===== config.mk =====
export PLATFORM = sky130hd
export DESIGN_NAME = fifo_8bits_flat
export DESIGN_NICKNAME = d
export VERILOG_FILES = /design/src/rtl/fifo_8bits_if.sv /design/src/rtl/fifo_8bits.sv /design/src/flat_wrapper.sv
export SDC_FILE = /design/constraint.sdc
export NUM_CORES = 1
export LEC_CHECK = 0
export CORE_MARGIN = 2
export CORE_UTILIZATION = 62
export DETAILED_ROUTE_END_ITERATION = 8
export GPL_TIMING_DRIVEN = 0
export PLACE_DENSITY = 0.84
export SLEW_MARGIN = 0
export SYNTH_ARGS = -nofsm -noshare
export SYNTH_HDL_FRONTEND = slang
export SYNTH_SLANG_ARGS = --single-unit
export TNS_END_PERCENT = 20

===== constraint.sdc =====
create_clock -name clk -period 5.83 [get_ports clk]
set_input_delay 0.583 -clock clk [delete_from_list [all_inputs] [get_ports clk]]
set_output_delay 0.583 -clock clk [all_outputs]
set_load 0.01 [all_outputs]

===== src/rtl/fifo_8bits_if.sv =====
// rtl/fifo_8bits_if.sv - byte FIFO push/pop handshake and status bundle
interface fifo_8bits_if #(
  parameter int DATA_WIDTH = 8
);
  logic [DATA_WIDTH-1:0] data_in;
  logic                  push;
  logic                  pop;
  logic [DATA_WIDTH-1:0] data_out;
  logic                  valid_out;
  logic                  full;
  logic                  empty;
  logic                  almost_full;
  logic                  almost_empty;
  logic                  error;

  modport master (
    output data_in, push, pop,
    input  data_out, valid_out, full, empty, almost_full, almost_empty, error
  );

  modport slave (
    input  data_in, push, pop,
    output data_out, valid_out, full, empty, almost_full, almost_empty, error
  );
endinterface


===== src/rtl/fifo_8bits.sv =====
// rtl/fifo_8bits.sv - 8-entry byte FIFO behind the PCIe PHY 2:1 byte mux
// FIFO_ERR_STICKY_EN: error latches until reset instead of pulsing one cycle.
module fifo_8bits #(
  parameter int DATA_WIDTH   = 8,
  parameter int ADDR_WIDTH   = 3,
  parameter int ALMOST_FULL  = 6,
  parameter int ALMOST_EMPTY = 2
) (
  input  logic         clk,
  input  logic         reset_L,
  fifo_8bits_if.slave  bus
);
  localparam int DEPTH = 2 ** ADDR_WIDTH;
  localparam logic [ADDR_WIDTH:0]   DEPTH_C = DEPTH[ADDR_WIDTH:0];
  localparam logic [ADDR_WIDTH:0]   AF_C    = ALMOST_FULL[ADDR_WIDTH:0];
  localparam logic [ADDR_WIDTH:0]   AE_C    = ALMOST_EMPTY[ADDR_WIDTH:0];
  localparam logic [ADDR_WIDTH:0]   CNT_ONE = 1;
  localparam logic [ADDR_WIDTH-1:0] PTR_ONE = 1;

  logic [DATA_WIDTH-1:0] mem_q [DEPTH];
  logic [ADDR_WIDTH-1:0] wr_ptr_q, wr_ptr_d;
  logic [ADDR_WIDTH-1:0] rd_ptr_q, rd_ptr_d;
  logic [ADDR_WIDTH:0]   count_q, count_d;
  logic [DATA_WIDTH-1:0] data_out_q, data_out_d;
  logic                  valid_q, valid_d;
  logic                  error_q, error_d;
  logic                  full, empty, wr_en, rd_en, err_ev;

  always_comb begin
    full    = (count_q == DEPTH_C);
    empty   = (count_q == '0);
    // A pop on a full FIFO frees the slot the same edge, so the push is kept.
    wr_en   = bus.push && (!full || bus.pop);
    rd_en   = bus.pop && !empty;
    err_ev  = (bus.push && full && !bus.pop) || (bus.pop && empty);

    wr_ptr_d   = wr_ptr_q;
    rd_ptr_d   = rd_ptr_q;
    count_d    = count_q;
    data_out_d = data_out_q;
    valid_d    = 1'b0;

    if (wr_en) wr_ptr_d = wr_ptr_q + PTR_ONE;
    if (rd_en) begin
      rd_ptr_d   = rd_ptr_q + PTR_ONE;
      data_out_d = mem_q[rd_ptr_q];
      valid_d    = 1'b1;
    end

    case ({wr_en, rd_en})
      2'b10:   count_d = count_q + CNT_ONE;
      2'b01:   count_d = count_q - CNT_ONE;
      default: count_d = count_q;
    endcase

`ifdef FIFO_ERR_STICKY_EN
    error_d = error_q | err_ev;
`else
    error_d = err_ev;
`endif
  end

  always_ff @(posedge clk or negedge reset_L) begin
    if (!reset_L) begin
      wr_ptr_q   <= '0;
      rd_ptr_q   <= '0;
      count_q    <= '0;
      data_out_q <= '0;
      valid_q    <= 1'b0;
      error_q    <= 1'b0;
    end else begin
      wr_ptr_q   <= wr_ptr_d;
      rd_ptr_q   <= rd_ptr_d;
      count_q    <= count_d;
      data_out_q <= data_out_d;
      valid_q    <= valid_d;
      error_q    <= error_d;
    end
  end

  // Storage is deliberately left out of reset; pointers alone define validity.
  always_ff @(posedge clk) begin
    if (wr_en) mem_q[wr_ptr_q] <= bus.data_in;
  end

  assign bus.data_out     = data_out_q;
  assign bus.valid_out    = valid_q;
  assign bus.full         = full;
  assign bus.empty        = empty;
  assign bus.almost_full  = (count_q >= AF_C);
  assign bus.almost_empty = (count_q <= AE_C);
  assign bus.error        = error_q;
endmodule


===== src/flat_wrapper.sv =====
// flat-port wrapper written by rule: the top's interface ports become plain ports
module fifo_8bits_flat 
#(
  parameter int DATA_WIDTH   = 8,
  parameter int ADDR_WIDTH   = 3,
  parameter int ALMOST_FULL  = 6,
  parameter int ALMOST_EMPTY = 2
)
  (clk, reset_L, bus_data_in, bus_push, bus_pop, bus_data_out, bus_valid_out, bus_full, bus_empty, bus_almost_full, bus_almost_empty, bus_error);
  fifo_8bits_if #(.DATA_WIDTH(DATA_WIDTH)) bus_i ();
  input  logic clk;
  input  logic reset_L;
  input wire logic [$bits(bus_i.data_in)-1:0] bus_data_in;
  input wire logic [$bits(bus_i.push)-1:0] bus_push;
  input wire logic [$bits(bus_i.pop)-1:0] bus_pop;
  output wire logic [$bits(bus_i.data_out)-1:0] bus_data_out;
  output wire logic [$bits(bus_i.valid_out)-1:0] bus_valid_out;
  output wire logic [$bits(bus_i.full)-1:0] bus_full;
  output wire logic [$bits(bus_i.empty)-1:0] bus_empty;
  output wire logic [$bits(bus_i.almost_full)-1:0] bus_almost_full;
  output wire logic [$bits(bus_i.almost_empty)-1:0] bus_almost_empty;
  output wire logic [$bits(bus_i.error)-1:0] bus_error;
  assign bus_i.data_in = bus_data_in;
  assign bus_i.push = bus_push;
  assign bus_i.pop = bus_pop;
  assign bus_data_out = bus_i.data_out;
  assign bus_valid_out = bus_i.valid_out;
  assign bus_full = bus_i.full;
  assign bus_empty = bus_i.empty;
  assign bus_almost_full = bus_i.almost_full;
  assign bus_almost_empty = bus_i.almost_empty;
  assign bus_error = bus_i.error;
  fifo_8bits #(.DATA_WIDTH(DATA_WIDTH), .ADDR_WIDTH(ADDR_WIDTH), .ALMOST_FULL(ALMOST_FULL), .ALMOST_EMPTY(ALMOST_EMPTY)) u_core (.clk(clk), .reset_L(reset_L), .bus(bus_i));
endmodule

# After elaboration in Yosys (flattened, before gate mapping)
# Memory sizes are Yosys's and may differ from the RTL's. A register that Yosys moved wholly into a read port is not among the register bits.
# Index checks and enable logic that the tools add are counted.
# word_totals
latch_bits,0
rom_bits,0
memories,1
regBits,12
out_inout_bits,14
ramBits,64
# memory_table
memory,words,word_bits,read_ports,rd_ports_with_merged_regs,write_ports,line_no,text
u_core.mem_q,8,8,1,1,1,fifo_8bits.sv:20,logic [DATA_WIDTH-1:0] mem_q [DEPTH];
# classes
eq_ne,3
add_sub_neg,4
div_mod_pow,0
bitwise_logic,0
multipliers,0
n_reduce_logical,13
n_shift,0
n_mux,4
n_lt_le_gt_ge,2
# ops
operator,count
$pmux 4 s2,1
$add 3x1->3 const B,2
$logic_and 1x1->1,5
$add 4x1->4 const B,1
$eq 4x4->1 const B,1
$ge 4x3->1 const B,1
$le 4x2->1 const B,1
$logic_not 1->1,4
$logic_not 4->1,1
$sub 4x1->4 const B,1
$mux 1,3
$eq 2x1->1 const B,1
$eq 2x2->1 const B,1
$logic_or 1x1->1,2
$reduce_bool 2->1,1

# Longest topological paths before layout
# logic_depth
ltp_word,6
depth_mapped,12
ltp_nobuf,10

# Worst setup path after synthesis
# Ideal clock, no wire load.
# synth_path
kind,register to register
from,register u_core.count_q[2]
to,register u_core.count_q[2]
setup_time_ps,127
path_buffers,1
required_ps,5703
stages_incl_launch_ff,12
setup_slack_ps,3343
arrival_time_ps,2360
period_less_slack_ps,2487
path_cell_list,dfrtp_1 > nor4_1 > nand2b_1 > buf_4 > inv_2 > ha_1 > xor2_1 > ha_1 > a21oi_1 > xor2_1 > nor2_1 > xor2_1
# synth_between
elab_cells_between_ends,13
cone_classes,add/sub (2); eq/ne (3); mux (1); reduce/logical (7)
# synth_rtl
item,line_no,text
start: declaration,fifo_8bits.sv:23,"logic [ADDR_WIDTH:0] count_q, count_d;"
start signal: assignment,fifo_8bits.sv:74,count_q <= count_d;
$logic_not 4->1 *,fifo_8bits.sv:31,empty = (count_q == '0);
net bus_empty,flat_wrapper.sv:19,output wire logic [$bits(bus_i.empty)-1:0] bus_empty;
$logic_not 1->1 *,fifo_8bits.sv:34,rd_en = bus.pop && !empty;
$logic_and 1x1->1 *,fifo_8bits.sv:34,
net u_core.rd_en,fifo_8bits.sv:27,"logic full, empty, wr_en, rd_en, err_ev;"
$eq 2x1->1 / $eq 2x2->1 (equally long branches),fifo_8bits.sv:50,"case ({wr_en, rd_en})"
$pmux 4 s2 / $reduce_bool 2->1 (equally long branches),-,
# The timed path passes the listed nets; every way through them passes the cells marked *.
# A chain may end at the register's enable or synchronous reset.

# Worst setup path in the final report
# layout_path
from,register u_core.count_q[2]
to,output port bus_full
# layout_between
elab_chain_cells,1
# layout_rtl
item,line_no,text
$eq 4x4->1,fifo_8bits.sv:30,full = (count_q == DEPTH_C);
end: declaration,flat_wrapper.sv:18,output wire logic [$bits(bus_i.full)-1:0] bus_full;
# Every way passes these cells.

==> flow_metrics.py <==
metrics = {
    "status": {
        "status": "finished clean",
    },
    "final_layout": {
        "fin_nets": 270,
        "stdcell_area_mm2": 0.004019,
        "areaGrowthSynthToFinish_pct": 16.72,
        "diodes": 0,
        "drive_above_1_share": 0.1744,
    },
    "floorplan": {
        "std_cell_rows": 27,
        "fp.dieW_um": 78.53,
        "die_height_um": 78.53,
        "coreArea_mm2": 0.005439,
        "start_util": 0.6331,
        "die_area_mm2": 0.006166,
        "num_io_pins": 26,
    },
    "synthesis": {
        "synth.ff_latch_count": 84,
        "yosys-top-cells-count": "edfxtp_1 (64), dfrtp_1 (20), nand2_1 (19), mux2_2 (17), mux2i_1 (16)",
        "syn_avg_cell_area_um2": 15.94,
        "synth_top_area_frac": 0.5581,
        "ys.flop_type": "edfxtp_1",
        "synth_area_leaders": "edfxtp_1 (56%), dfrtp_1 (15%), mux2_2 (5.6%)",
        "yosysWarnings": 0,
        "netlist_area_mm2": 0.003443,
        "synth_cell_types": 34,
        "synth_fp_nets": 233,
        "postSynthCellCount": 216,
        "ys_seq_area_frac": 0.7035,
        "synth_most_common_cell": "edfxtp_1",
        "synth_edf_count": 64,
        "synthArstFlopShare": 0.2381,
        "synth_top_area_cell": "edfxtp_1",
    },
    "critical_path": {
        "slowest_delay_ps": 570,
        "worst-path-max-fanout": 8,
        "path_cells": "or4b_4 -> inv_1 -> clkdlybuf4s50_1",
        "required_ps": 5250,
        "crit_buf_inv": 2,
        "cp-start-kind": "register",
        "cp_top_family": "buffers and inverters",
        "r2r_end": "u_core.count_q[2]$_DFFE_PN0P_",
        "slowest_stage": "or4b_4",
        "r2r-start": "u_core.count_q[2]$_DFFE_PN0P_",
        "worst-r2r-cell-count": 11,
        "crit_path_end_kind": "output pin",
        "rrSetupSlack_ps": 3320,
        "critical_path_class": "reg -> out",
        "cp.arrival_ps": 2010,
    },
    "clock_tree": {
        "cts_root_buf": "clkbuf_8",
        "cts_post_setup_buffers_inserted": 0,
        "cts_buffers": 9,
        "clock-sinks": 84,
        "cts_tree": "done",
        "htree_levels": 3,
        "clockBufferDepth": 2,
        "clkTransAtPathRegs_ps": 80,
        "clk_latency_ps": 360,
        "cts_resized": 0,
        "hold_buffers": 0,
    },
    "detailed_routing": {
        "avgViaCountPerCell": 5.776,
        "drc": 0,
        "vias": 1906,
        "totalWireLength_um": 5860,
        "wire_per_inst_um": 17.76,
        "drt_pass1_iterations": 4,
        "drt_iter0_drc": 123,
        "ant_nets": 0,
    },
    "timing": {
        "min_period_over_period": 0.4442,
        "tightest_slew_ps": 1306,
        "period_needed_ps": 2589,
        "hold_violations": 0,
        "fin_skew_ps": 12.67,
        "final.setup.tns_ps": 0,
        "slew_headroom": 0.1226,
        "finalSetupViolCount": 0,
        "hold_ws_ps": 483.3,
        "rsz0062_at_grt": "false",
        "clock.fmax_mhz": 386.2,
        "finalMaxSlewViolations": 0,
    },
    "placed_design": {
        "io_buffer_count": 25,
        "place_hpwl_um": 3979,
        "finalWeightedCongestion": 0.7589,
        "placed_area_mm2": 0.003797,
    },
    "grt": {
        "antenna_found_initial": 0,
        "grt_use_total": 0.2135,
        "grt_start_max_net_pins": 21,
        "overflow": 0,
        "grt_pass1_wl_um": 9349,
        "grt_pass1_vias": 1858,
    },
    "power": {
        "p_per_area_mw_per_mm2": 495.1,
        "worst_ir_drop_vdd_uv": 228.7,
        "p_leak_nw": 1.468,
    },
    "flow_run": {
        "maxCapViolCount": 0,
    },
    "hold_path": {
        "min_to": "u_core.bus.data_out[5]$_DFFE_PN0P_",
        "worst_hold_path_type": "reg -> reg",
        "holdCritStartpoint": "u_core.bus.data_out[5]$_DFFE_PN0P_",
        "hold_depth": 2,
    },
}
how the worst max path moves through the flow:
stage	slack, ps	endpoint	depth (start not counted)	startpoint
2_1_floorplan	3340	u_core.count_q[2]$_DFFE_PN0P_	11	u_core.count_q[2]$_DFFE_PN0P_
3_3_place_gp	2790	u_core.mem_q[0][2]$_DFFE_PP_	4	bus_pop
3_5_place_dp	2990	u_core.mem_q[1][3]$_DFFE_PP_	4	bus_pop
4_1_cts	3230	bus_full	3	u_core.count_q[2]$_DFFE_PN0P_
5_1_grt	3080	u_core.count_q[2]$_DFFE_PN0P_	11	u_core.count_q[2]$_DFFE_PN0P_
6_report	3240	bus_full	3	u_core.count_q[2]$_DFFE_PN0P_
final cells by class:
type                    count  area [um^2]
fillers                   337         1420
repair buffers             26        257.7
inverters                   3        16.27
plain buffers               9        82.58
clock buffers               9        123.9
clock inverters             7        97.59
flip-flops and latches     84         2422
multi-input cells         120        928.4
well taps                  72        90.09
registers in the layout, summed over array words and instances (netlist names):
register / count
u_core.count_q: 4
u_core.bus.error: 1
u_core.mem_q: 64
u_core.rd_ptr_q: 3
u_core.bus.valid_out: 1
u_core.wr_ptr_q: 3
u_core.bus.data_out: 8
power by group:
| group | internal, W | switching [W] | total [W] |
|---|---|---|---|
| clock | 0.000243 | 0.000215 | 0.000458 |
| sequential | 0.000780 | 0.0000806 | 0.000861 |
| combinational | 0.000341 | 0.000330 | 0.000671 |
| total | 0.00137 | 0.000625 | 0.00199 |
stage by stage:
step	std cells	setup slack [ps]	power, W	util
detailed placement	314	2987	0.001550	0.6982
global route	330	3081	0.002096	0.7389
finish	330	3241	0.001990	0.7389
floorplan	216	3343	0.001319	-
CTS	330	3233	0.002001	0.7389
global placement	313	2792	0.001520	0.6957
tightest hold or removal path: cells and delay by family (launching register included):
| kind | cells | cell delay [ps] |
|---|---|---|
| AOI/OAI and AO/OA | 1 | 60 |
| DFF | 1 | 350 |
| and+or+nand+nor | 1 | 50 |
cells in the final DEF (no fill, tap or decap), types with 4 or more instances in the layout:
cell type and n:
xor2_1 4, nor2_1 6, clkbuf_8 9, mux2i_1 16, nand2_1 19, o21ai_0 5
nor3_1 4, clkdlybuf4s50_1 25, a221o_1 8, nand2b_1 5, o22ai_1 8, ha_1 5
mux2_2 17, edfxtp_1 64, dfrtp_1 20, buf_6 4, xnor2_1 5, o21ai_1 4
cell families after synthesis:
| logic type | synth area share |
|---|---|
| AOI/OAI and AO/OA | 0.06432 |
| xor gates and xnor gates | 0.02289 |
| adders and majority gates | 0.01817 |
| buffers and inverters | 0.02870 |
| DFF | 0.7035 |
| muxes | 0.1021 |
| and+or+nand+nor | 0.06032 |
layer usage:
| layer | vias to the layer above | share of wire | track usage |
|---|---|---|---|
| met4 | 0 | 0.026 | 0.1246 |
| li1 | 906 | - | - |
| met5 | - | 0 | 0 |
| met3 | 11 | 0.054 | 0.04023 |
| met1 | 926 | 0.45 | 0.2907 |
| met2 | 63 | 0.47 | 0.3239 |
Note: power is estimated with default switching activity, not from simulation.
